File: src/rtl/level_sequencer_pkg.sv
// level_sequencer_pkg: shared game-flow state type and level/lives constants
package level_sequencer_pkg;
    typedef enum logic [2:0] {IDLE, LOAD, PLAY, LEVEL_DONE, WON, LOST} state_t;
    localparam logic [1:0] LEVEL_ONE = 2'b00;
    localparam logic [1:0] LEVEL_TWO = 2'b01;
    localparam int DEFAULT_START_LIVES = 3;
endpackage

File: src/rtl/level_sequencer_frame_pause_counter.sv
// frame_pause_counter: counts startOfFrame ticks and flags the last tick of the pause
module frame_pause_counter #(
    parameter int PAUSE_FRAMES = 120
) (
    input  logic clk,
    input  logic reset,
    input  logic clear,
    input  logic startOfFrame,
    output logic done
);
    localparam int W = $clog2(PAUSE_FRAMES + 1);
    logic [W-1:0] cnt;
    always_ff @(posedge clk)
        cnt <= (reset || clear) ? '0 : cnt + W'(startOfFrame);
    assign done = startOfFrame && (cnt == W'(PAUSE_FRAMES - 1));
endmodule

File: src/rtl/level_sequencer.sv
// level_sequencer: game-flow FSM sequencing levels, lives, pauses and end screens
module level_sequencer
    import level_sequencer_pkg::*;
#(
    parameter int NUM_LEVELS   = 2,
    parameter int START_LIVES  = DEFAULT_START_LIVES,
    parameter int PAUSE_FRAMES = 120
) (
    input  logic       clk,
    input  logic       reset,
    input  logic       startBtn,
    input  logic       startOfFrame,
    input  logic       flagHit,
    input  logic       playerDied,
    output logic [1:0] levelCode,
    output logic       levelLoad,
    output logic       scoreClear,
    output logic       playEnable,
    output logic [1:0] livesLeft,
    output logic       gameWon,
    output logic       gameOver
);
    localparam logic [1:0] LAST_LEVEL = 2'(NUM_LEVELS - 1);
    localparam logic [1:0] FULL_LIVES = 2'(START_LIVES);
    state_t state_q, state_d;
    logic [1:0] level_q, level_d, lives_q, lives_d;
    logic start_d, start_rise, pause_done;
    assign start_rise = startBtn & ~start_d;
    frame_pause_counter #(.PAUSE_FRAMES(PAUSE_FRAMES)) u_pause (
        .clk          (clk),
        .reset        (reset),
        .clear        (state_q != LEVEL_DONE),
        .startOfFrame (startOfFrame),
        .done         (pause_done)
    );
    always_ff @(posedge clk) begin
        start_d <= startBtn;
        if (reset) begin
            state_q <= IDLE;
            level_q <= LEVEL_ONE;
            lives_q <= FULL_LIVES;
        end else begin
            state_q <= state_d;
            level_q <= level_d;
            lives_q <= lives_d;
        end
    end
    always_comb begin
        state_d = state_q;
        level_d = level_q;
        lives_d = lives_q;
        unique case (state_q)
            IDLE, WON, LOST: if (start_rise) begin
                state_d = LOAD;
                level_d = LEVEL_ONE;
                lives_d = FULL_LIVES;
            end
            LOAD: state_d = PLAY;
            PLAY: if (flagHit) state_d = LEVEL_DONE;
                else if (playerDied) begin
                    state_d = (lives_q == 2'd1) ? LOST : LOAD;
                    lives_d = lives_q - 2'd1;
                end
            LEVEL_DONE: if (pause_done) begin
                state_d = (level_q == LAST_LEVEL) ? WON : LOAD;
                level_d = (level_q == LAST_LEVEL) ? level_q : level_q + 2'd1;
            end
            default: state_d = IDLE;
        endcase
    end
    assign levelCode  = level_q;
    assign livesLeft  = lives_q;
    assign levelLoad  = (state_q == LOAD) && !reset;
    assign scoreClear = (state_q == LOAD) && !reset;
    assign playEnable = state_q == PLAY;
    assign gameWon    = state_q == WON;
    assign gameOver   = state_q == LOST;
endmodule

File: config.mk
export PLATFORM = sky130hd
export DESIGN_NAME = level_sequencer
export DESIGN_NICKNAME = d
export VERILOG_FILES = /design/src/rtl/level_sequencer_pkg.sv /design/src/rtl/level_sequencer_frame_pause_counter.sv /design/src/rtl/level_sequencer.sv
export SDC_FILE = /design/constraint.sdc
export NUM_CORES = 1
export LEC_CHECK = 0
export CAP_MARGIN = 15
export CORE_MARGIN = 1.5
export CORE_UTILIZATION = 54
export DETAILED_ROUTE_END_ITERATION = 12
export GPL_ROUTABILITY_DRIVEN = 0
export PLACE_DENSITY = 0.92
export SYNTH_ARGS = -nofsm -noshare
export SYNTH_HDL_FRONTEND = slang
export SYNTH_SLANG_ARGS = --single-unit
File: constraint.sdc
create_clock -name clk -period 4.7 [get_ports clk]
set_input_delay 0.94 -clock clk [delete_from_list [all_inputs] [get_ports clk]]
set_output_delay 0.94 -clock clk [all_outputs]
set_load 0.01 [all_outputs]
After elaboration in Yosys (flattened, before gate mapping)
Cells that the tools add are included.
{"block": "totals", "output_inout_bits": 9, "ff_bits": 15}
{"block": "op_classes", "eq_ne": 15, "addsub": 3, "n_reduce_logical": 11, "n_bitwise": 2, "muxes": 15}
{"operator": "$mux 3", "count": 6}
{"operator": "$mux 2", "count": 6}
{"operator": "$pmux 3 s4", "count": 1}
{"operator": "$ne 2x2->1 const B", "count": 5}
{"operator": "$pmux 2 s2", "count": 2}
{"operator": "$reduce_and 4->1", "count": 2}
{"operator": "$add 7x1->7", "count": 1}
{"operator": "$eq 7x7->1 const B", "count": 1}
{"operator": "$eq 3x2->1 const B", "count": 2}
{"operator": "$eq 3x3->1 const B", "count": 2}
{"operator": "$eq 2x1->1 const B", "count": 2}
{"operator": "$reduce_bool 2->1", "count": 2}
{"operator": "$eq 3x1->1 const B", "count": 1}
{"operator": "$logic_not 3->1", "count": 1}
{"operator": "$ne 3x2->1 const B", "count": 1}
{"operator": "$ne 3x3->1 const B", "count": 1}
{"operator": "$reduce_and 3->1", "count": 1}
{"operator": "$reduce_or 3->1", "count": 1}
{"operator": "$add 2x1->2 const B", "count": 1}
{"operator": "$logic_and 1x1->1", "count": 2}
{"operator": "$sub 2x1->2 const B", "count": 1}
{"operator": "$and 1x1->1", "count": 1}
{"operator": "$logic_not 1->1", "count": 1}
{"operator": "$logic_or 1x1->1", "count": 1}
{"operator": "$not 1->1", "count": 1}

Longest topological paths before layout
Gate-level depths: netlist (run 1).
{"block": "depth", "word_depth": 5, "depth_mapped": 6}

By module
A second synthesis (run 1) with hierarchy kept.
{"block": "unflattened", "hier_cells": 91, "area_unflattened_um2": 783.3}
{"mod": "level_sequencer", "instances": 1, "cells_each": 58, "area_per_inst_um2": 489.2, "seq_area_each_um2": 160.2}
{"mod": "frame_pause_counter", "instances": 1, "cells_each": 33, "area_per_inst_um2": 294.0, "seq_area_each_um2": 140.1}

Least setup slack after synthesis (run 1)
No wires, ideal clock.
{"block": "synth_path", "path_kind": "input port to output port", "startpoint": "input port reset", "endpoint": "output port scoreClear", "path_stages": 3, "path_slack_ns": 2.082, "arrival_time_ns": 1.678, "t_required_ns": 3.760, "path_cell_list": "clkbuf_1 nor3_1 buf_4"}
{"block": "synth_between", "elab_chain_len": 2}
{"element": "start, declared", "line_no": "level_sequencer.sv:10", "source": "input logic reset,"}
{"element": "$logic_not 1->1"}
{"element": "$logic_and 1x1->1"}
{"element": "end, declared", "line_no": "level_sequencer.sv:17", "source": "output logic scoreClear,"}
Every way passes these cells.

Final worst setup path (run 1)
{"block": "layout_path", "startpoint": "input port reset", "endpoint": "output port levelLoad"}
{"block": "layout_between", "elab_chain_len": 2}
{"element": "$logic_not 1->1", "line_no": "level_sequencer.sv:73", "source": "assign levelLoad = (state_q == LOAD) && !reset;"}
{"element": "$logic_and 1x1->1", "line_no": "level_sequencer.sv:73"}
{"element": "end, declared", "line_no": "level_sequencer.sv:16", "source": "output logic levelLoad,"}
Every way passes these cells.

==> results of run 1 <==
## report_power, final
part / switching [mW] / total [mW] / internal (mW)
Clock: 0.0410 / 0.0741 / 0.0331
Sequential: 0.0212 / 0.159 / 0.138
Combinational: 0.0574 / 0.120 / 0.0631
## kinds of logic after synthesis
group | after synthesis | synth area share (%)
mux | 3 | 3.80
flops | 15 | 36.5
buf+inv | 12 | 6.99
fa+ha+maj | 4 | 6.08
simple gates | 49 | 33.0
xor+xnor | 4 | 4.26
compound gates | 12 | 9.42
## synth_stat cells
cell / number
nand4b_1: 1
a211oi_1: 1
mux2_2: 1
ha_1: 4
buf_6: 1
nor2b_1: 2
or3_1: 2
nor3_1: 4
nor3b_1: 1
o31ai_1: 1
and3_1: 3
or2b_1: 2
nor2_1: 13
nand4_1: 1
inv_1: 5
o21ba_2: 1
a211o_1: 1
nand3b_1: 2
xnor2_1: 1
nand3_1: 3
o21ai_0: 3
buf_2: 1
a21oi_1: 4
xor2_1: 3
buf_4: 1
clkbuf_1: 4
nand2_1: 4
o2bb2ai_1: 1
or4_1: 2
mux2i_1: 2
dfxtp_1: 15
nor4b_1: 1
or3b_1: 1
or2_2: 1
nor4_1: 4
nand2b_1: 2
## worst max-delay path, delay by kind of cell
kind	cells	cell delay (ns)
buf+inv	2	1.19
simple gates	1	0.34
## flip-flops by register name (all words and copies together) (netlist names)
signal	flops
levelCode	2
livesLeft	2
start_d	1
state_q	3
u_pause.cnt	7
## per-layer routing
layer,wire length [um],vias up
met5,0,-
met4,36,0
met2,631,19
met1,756,308
li1,-,371
met3,88,5
## cell usage in the layout, fill, tap and decap left out, types with 2 or more instances in the layout
| cell type | instances |
|---|---|
| ha_1 | 4 |
| inv_1 | 5 |
| o21ai_0 | 3 |
| xor2_1 | 3 |
| or3_1 | 2 |
| nand2b_1 | 2 |
| and3_1 | 3 |
| nand2_1 | 4 |
| dfxtp_1 | 15 |
| or4_1 | 2 |
| mux2i_1 | 2 |
| nand3b_1 | 2 |
| or2b_1 | 2 |
| nor2b_1 | 2 |
| nand3_1 | 3 |
| clkdlybuf4s50_1 | 14 |
| nor2_1 | 13 |
| nor4_1 | 4 |
| clkbuf_4 | 3 |
| a21oi_1 | 4 |
| nor3_1 | 4 |
## worst paths after layout
path	slack [ns]	depth (start not counted)	from	endpoint
worst min-delay path	0.50	2	u_pause.cnt[6]$_SDFF_PP0_	u_pause.cnt[6]$_SDFF_PP0_
worst min register to register	0.50	2	u_pause.cnt[6]$_SDFF_PP0_	u_pause.cnt[6]$_SDFF_PP0_
worst max register to register	2.95	5	livesLeft[0]$_SDFFE_PP1P_	state_q[2]$_SDFFE_PP0P_
worst max-delay path	1.28	3	reset	levelLoad
## metrics by stage
stage	hold WS [ns]	utilization, %
after global routing	0.536	71.0
after CTS	0.495	71.0
after floorplan	0.458	-
after global placement	0.477	69.0
final	0.495	71.0
after detailed placement	0.483	69.0
## layout make-up
type,count,area (um2),share of cell area (%)
multi-input cells,72,465,48.0
flip-flops and latches,15,300,31.0
repair buffers,14,140,14.5
clock buffers,4,26.3,2.71
inverters,5,18.8,1.94
well taps,15,18.8,1.94
==> impl_metrics.json, run 1 <==
{
  "die_width_um": 42.0,
  "ys_seq_elements": 15,
  "io_buffer_count": 14,
  "cts_max_level": 1,
  "p_total_mw": 0.354,
  "p_leak_nw": 0.355,
  "met1_usage_pct": 25.9,
  "rows": 13,
  "max_freq_ghz": 0.292,
  "grt_max_degree": 15,
  "hold_violations": 0,
  "hpwlAfterDp_mm": 1.10,
  "yosysTopAreaCellShare_pct": 36.5,
  "cp.arrival_ns": 2.48,
  "slowest_delay_ns": 0.60,
  "use_met2_pct": 27.2,
  "synth_nets": 109,
  "place_area_um2": 943,
  "synth_top_cells_by_area": "dfxtp_1 (36%), ha_1 (6.1%), nor2_1 (5.9%)",
  "fill_cells": 115,
  "ys_seq_area_share_pct": 36.5,
  "rsz0062_at_grt": "false",
  "yosys_warnings": 0,
  "stdcell_area_um2": 970,
  "avgSynthCellArea_um2": 8.32,
  "nNetsFinal": 121,
  "grtUsageTotal_pct": 19.8,
  "wirelength_mm": 1.51,
  "cts_sinks": 15,
  "endpoint_kind": "primary output",
  "grt_overflow": 0,
  "setup_viol": 0,
  "dr.first_iter.drc_count": 9,
  "diodes": 0,
  "use_met3_pct": 8.19,
  "antenna_found_initial": 0,
  "crit_chain": "clkdlybuf4s50_1, nor3_1, clkdlybuf4s50_1",
  "dp_slack_ns": 1.29,
  "worstMarginPinSlew_ns": 0.619,
  "cts_buffer_depth": 2,
  "netlist-cell-type-count": 36,
  "synth_top_area_cell": "dfxtp_1",
  "initial_core_util_pct": 60.3,
  "place_inst": 121,
  "clkTransAtPathRegs_ns": 0.08,
  "crit_fanout": 12,
  "cts_buffers": 3,
  "drc": 0,
  "grt_pass1_wl_mm": 2.59,
  "root_buffer": "clkbuf_4",
  "cp_data_required_time_ns": 3.76,
  "cts_resized": 0,
  "detailroute.via_count": 703,
  "relSlewSlack_pct": 58.4,
  "fin_crit_sh_pct": 72.8,
  "min_period_ns": 3.42,
  "status": "completed",
  "hp-class": "reg -> reg",
  "p_per_area_mw_per_mm2": 365,
  "fin_ws_ns": 1.28,
  "fin_cells": 125,
  "setup_tns_ns": 0,
  "netlist_instances": 99,
  "drtPass1Iterations": 4,
  "first_global_vias": 569,
  "cap_violations": 0,
  "worstSetupPathType": "in -> out",
  "cts_setup_buffers": 0,
  "startpoint_type": "primary input",
  "clk-insertion-delay-late_ns": 0.29,
  "antenna_left": 0,
  "ios": 15,
  "wl_per_cell_um": 12.1,
  "areaGrowthSynthToFinish_pct": 17.8,
  "path_common_cell": "clkdlybuf4s50_1",
  "drive_above_1_share_pct": 5.45,
  "viasPerCell": 5.62,
  "vdd_drop_max_mv": 0.183,
  "die_y_um": 42.0,
  "synth_area_um2": 823,
  "cts_tree": "built",
  "dieArea_mm2": 0.00177,
  "slew_violations": 0,
  "core_area_mm2": 0.00137,
  "hold_buffers": 0,
  "clock_skew_ns": 0.00164,
  "crit_slowest_cell": "clkdlybuf4s50_1",
  "grt.busiest_layer": "met2"
}
No activity file was read; power rests on OpenSTA's default activity.
==> run 2, diff against run 1 <==
--- a/config.mk
+++ b/config.mk
@@ -7,10 +7,10 @@
 export LEC_CHECK = 0
 export CAP_MARGIN = 15
 export CORE_MARGIN = 1.5
-export CORE_UTILIZATION = 54
+export CORE_UTILIZATION = 50
 export DETAILED_ROUTE_END_ITERATION = 12
 export GPL_ROUTABILITY_DRIVEN = 0
-export PLACE_DENSITY = 0.92
+export PLACE_DENSITY = 0.87
 export SYNTH_ARGS = -nofsm -noshare
 export SYNTH_HDL_FRONTEND = slang
 export SYNTH_SLANG_ARGS = --single-unit
==> constraint.sdc (replaced) <==
create_clock -name clk -period 3.2 [get_ports clk]
set_input_delay 0.64 -clock clk [delete_from_list [all_inputs] [get_ports clk]]
set_output_delay 0.64 -clock clk [all_outputs]
set_load 0.01 [all_outputs]
==> impl_metrics.json, run 2 (synthesized netlist as in run 1, its figures left out) <==
{
  "r2r_slack_ns": 1.40,
  "rows": 14,
  "p_leak_nw": 0.359,
  "cts_max_level": 1,
  "first_global_vias": 619,
  "die_y_um": 43.6,
  "fin_cells": 127,
  "largest_reg_flops": 7,
  "core_area_mm2": 0.00152,
  "setup_viol": 0,
  "relSlewSlack_pct": 59.5,
  "grt_overflow": 0,
  "cts_sinks": 15,
  "biggestRegsByFlops": "u_pause.cnt x7, state_q x3",
  "layout_commonest_cell": "dfxtp_1",
  "rsz0062_at_grt": "false",
  "rr_endpoint": "livesLeft[0]$_SDFFE_PP1P_",
  "drive_above_1_share_pct": 6.31,
  "antenna_found_initial": 0,
  "dieArea_mm2": 0.00190,
  "met1_usage_pct": 23.3,
  "max_freq_ghz": 0.393,
  "place_area_um2": 952,
  "die_width_um": 43.6,
  "largest_register": "u_pause.cnt",
  "use_met2_pct": 29.4,
  "drtPass1Iterations": 4,
  "clk-insertion-delay-late_ns": 0.28,
  "worstMarginPinSlew_ns": 0.601,
  "cts_resized": 0,
  "drc": 0,
  "fin_crit_sh_pct": 79.5,
  "startpoint_type": "primary input",
  "startpoint": "reset",
  "antenna_left": 0,
  "hold_violations": 0,
  "r2r_cells": 4,
  "place_inst": 123,
  "grt_pass1_wl_mm": 2.64,
  "cap_violations": 0,
  "root_buffer": "clkbuf_4",
  "ios": 15,
  "final_util_pct": 64.2,
  "endpoint": "levelLoad",
  "hp-class": "reg -> reg",
  "io_buffer_count": 14,
  "setup_tns_ns": 0,
  "worstSetupPathType": "in -> out",
  "crit_fanout": 2,
  "hpwlAfterDp_mm": 1.11,
  "r2r_start": "state_q[0]$_SDFFE_PP0P_",
  "vdd_drop_max_mv": 0.291,
  "detailroute.via_count": 722,
  "cp.arrival_ns": 1.90,
  "fill_cells": 131,
  "wirelength_mm": 1.54,
  "areaGrowthSynthToFinish_pct": 18.8,
  "hold_buffers": 0,
  "cts_buffers": 3,
  "endpoint_kind": "primary output",
  "stdcell_area_um2": 978,
  "nNetsFinal": 122,
  "grtUsageTotal_pct": 18.6,
  "clock_skew_ns": 0.00309,
  "use_met3_pct": 6.25,
  "cts_setup_buffers": 0,
  "initial_core_util_pct": 54.0,
  "cts_tree": "built",
  "status": "completed",
  "slew_violations": 0,
  "diodes": 0,
  "regArea_um2": 300,
  "p_per_area_mw_per_mm2": 530,
  "final_cell_mix": "dfxtp_1 (15), clkdlybuf4s50_1 (14), nor2_1 (13), inv_1 (5)",
  "multiInputGateArea_um2": 465,
  "clkTransAtPathRegs_ns": 0.08,
  "grt_max_degree": 15,
  "dr.first_iter.drc_count": 15,
  "grt.busiest_layer": "met2",
  "wl_per_cell_um": 12.1,
  "cp_data_required_time_ns": 2.56,
  "cts_buffer_depth": 2,
  "viasPerCell": 5.69,
  "min_period_ns": 2.54
}
run 2: critical path: stages:
cell	delay, ns
clkdlybuf4s50_1	0.45
nor3_1	0.24
clkdlybuf4s50_1	0.57
run 2: worst min path at each step:
stage	from	to	slack, ns	depth (start not counted)
after floorplan	u_pause.cnt[6]$_SDFF_PP0_	u_pause.cnt[6]$_SDFF_PP0_	0.46	2
after detailed placement	u_pause.cnt[6]$_SDFF_PP0_	u_pause.cnt[6]$_SDFF_PP0_	0.49	2
after global placement	u_pause.cnt[6]$_SDFF_PP0_	u_pause.cnt[6]$_SDFF_PP0_	0.48	2
after global routing	levelCode[0]$_SDFFE_PP0P_	levelCode[0]$_SDFFE_PP0P_	0.55	1
after CTS	u_pause.cnt[6]$_SDFF_PP0_	u_pause.cnt[6]$_SDFF_PP0_	0.51	2
final	u_pause.cnt[6]$_SDFF_PP0_	u_pause.cnt[6]$_SDFF_PP0_	0.50	2
run 2: report_power, final:
part | internal, mW | leakage (nW) | switching [mW]
Clock | 0.0485 | 0.0150 | 0.0582
Sequential | 0.202 | 0.122 | 0.0321
Combinational | 0.0935 | 0.223 | 0.0836
Total | 0.344 | 0.359 | 0.174
run 2: metal layers:
layer  share of wire [%]  wire length [um]
met3                 5.9                90
met1                  50               766
met5                   0                 0
met4                 1.7                26
met2                  42               653
run 2: through the flow:
stage / power [mW] / hold WS (ns) / setup slack (ns)
after CTS: 0.521 / 0.508 / 0.657
after global placement: 0.410 / 0.477 / 0.676
after floorplan: 0.379 / 0.458 / 1.18
after global routing: 0.549 / 0.552 / 0.587
after detailed placement: 0.415 / 0.492 / 0.657
final: 0.518 / 0.499 / 0.655
run 2: final cells by class:
cell class                      count  area share [%]
Multi-Input combinational cell     72            47.6
Sequential cell                    15            30.7
Clock buffer                        4            2.69
Timing Repair Buffer               15            15.1
Inverter                            5            1.92
Tap cell                           16            2.05
==> run 3, diff against run 2 <==
==> constraint.sdc (replaced) <==
create_clock -name clk -period 2.59 [get_ports clk]
set_input_delay 0.518 -clock clk [delete_from_list [all_inputs] [get_ports clk]]
set_output_delay 0.518 -clock clk [all_outputs]
set_load 0.01 [all_outputs]
==> impl_metrics.json, run 3 (synthesized netlist as in run 1, its figures left out) <==
{
  "status": "completed",
  "hp-class": "reg -> reg",
  "first_global_vias": 653,
  "largest_reg_flops": 7,
  "dieArea_mm2": 0.00190,
  "fin_ws_ns": 0.235,
  "p_per_area_mw_per_mm2": 666,
  "wl_per_cell_um": 12.7,
  "fin_cells": 127,
  "cp.arrival_ns": 1.84,
  "cts_setup_buffers": 0,
  "antenna_left": 0,
  "p_total_mw": 0.652,
  "stdcell_area_um2": 978,
  "diodes": 0,
  "relSlewSlack_pct": 61.5,
  "endpoint_kind": "primary output",
  "hold_start": "u_pause.cnt[6]$_SDFF_PP0_",
  "grt_max_degree": 15,
  "wirelength_mm": 1.62,
  "clk-insertion-delay-late_ns": 0.29,
  "r2r_start": "state_q[0]$_SDFFE_PP0P_",
  "biggestRegsByFlops": "u_pause.cnt x7, state_q x3",
  "grt_overflow": 0,
  "hold_violations": 0,
  "clock_skew_ns": 0.0104,
  "crit_chain": "or2b_1, nor3_1, clkdlybuf4s50_1",
  "startpoint_type": "flip-flop",
  "cts_buffers": 3,
  "die_width_um": 43.6,
  "largest_register": "u_pause.cnt",
  "hold_buffers": 0,
  "slowest_delay_ns": 0.58,
  "final_cell_mix": "dfxtp_1 (15), clkdlybuf4s50_1 (14), nor2_1 (13), inv_1 (5)",
  "min_period_ns": 2.35,
  "p_leak_nw": 0.359,
  "crit_fanout": 11,
  "fill_cells": 131,
  "slew_violations": 0,
  "place_inst": 123,
  "grtUsageTotal_pct": 18.4,
  "clkTransAtPathRegs_ns": 0.08,
  "cts_tree": "built",
  "rsz0062_at_grt": "false",
  "rr_endpoint": "state_q[0]$_SDFFE_PP0P_",
  "cts_max_level": 1,
  "crit_buf_inv": 1,
  "initial_core_util_pct": 54.0,
  "hpwlAfterDp_mm": 1.18,
  "cap_violations": 0,
  "die_y_um": 43.6,
  "whs_path_depth": 2,
  "final_util_pct": 64.2,
  "root_buffer": "clkbuf_4",
  "antenna_found_initial": 0,
  "grt_pass1_wl_mm": 2.67,
  "areaGrowthSynthToFinish_pct": 18.8,
  "setup_tns_ns": 0,
  "r2r_cells": 4,
  "dr.first_iter.drc_count": 10,
  "dp_slack_ns": 0.289,
  "drc": 0,
  "core_area_mm2": 0.00152,
  "place_area_um2": 952,
  "worstMarginPinSlew_ns": 0.572,
  "drtPass1Iterations": 4,
  "whs_ns": 0.525,
  "worstSetupPathType": "reg -> out",
  "detailroute.via_count": 745,
  "max_freq_ghz": 0.425,
  "r2r_slack_ns": 0.81,
  "path_delay_family": "buffers and inverters",
  "crit_slowest_cell": "clkdlybuf4s50_1",
  "cts_sinks": 15,
  "ios": 15,
  "cp_data_required_time_ns": 2.07,
  "rows": 14,
  "setup_viol": 0,
  "nNetsFinal": 122,
  "io_buffer_count": 14,
  "vdd_drop_max_mv": 0.427,
  "cts_resized": 0,
  "cts_buffer_depth": 2,
  "viasPerCell": 5.87,
  "fin_crit_sh_pct": 90.9,
  "drive_above_1_share_pct": 6.31,
  "layout_commonest_cell": "dfxtp_1",
  "hold_end": "u_pause.cnt[6]$_SDFF_PP0_"
}
-- run 3: cell counts in the layout (fill, tap and decap cells not counted) --
No cell type changed its count.
-- run 3: routing by layer --
metal,share of wire [%],wire (um),vias to the layer above,track usage [%]
met5,0,0,-,0
met4,0.93,15,0,7.27
met3,5.2,84,2,5.42
met2,47,753,23,29.1
met1,47,761,350,23.5
li1,-,-,370,-
-- run 3: worst min-delay path, cell delays in order, from the launching register on --
cell and delay (ns):
dfxtp_1 0.33, o21ai_0 0.08, a21oi_1 0.07
-- run 3: area by class of cell --
cell class              instances  area (um2)  share of cell area, %
repair buffers                 15         148                   15.1
multi-input cells              72         465                   47.6
well taps                      16        20.0                   2.05
flip-flops and latches         15         300                   30.7
inverters                       5        18.8                   1.92
clock buffers                   4        26.3                   2.69
-- run 3: how the worst max path moves through the flow --
stage	start	to	slack (ns)	depth (start not counted)
after global routing	state_q[0]$_SDFFE_PP0P_	scoreClear	0.12	3
after global placement	reset	scoreClear	0.30	3
after detailed placement	reset	levelLoad	0.29	3
final	state_q[0]$_SDFFE_PP0P_	levelLoad	0.24	3
after CTS	state_q[0]$_SDFFE_PP0P_	levelLoad	0.24	3
after floorplan	reset	scoreClear	0.82	3
-- run 3: report_power, final --
part	switching, mW	total [mW]	internal [mW]
Combinational	0.106	0.222	0.116
Clock	0.0801	0.140	0.0600
Sequential	0.0398	0.290	0.250
Total	0.226	0.652	0.426
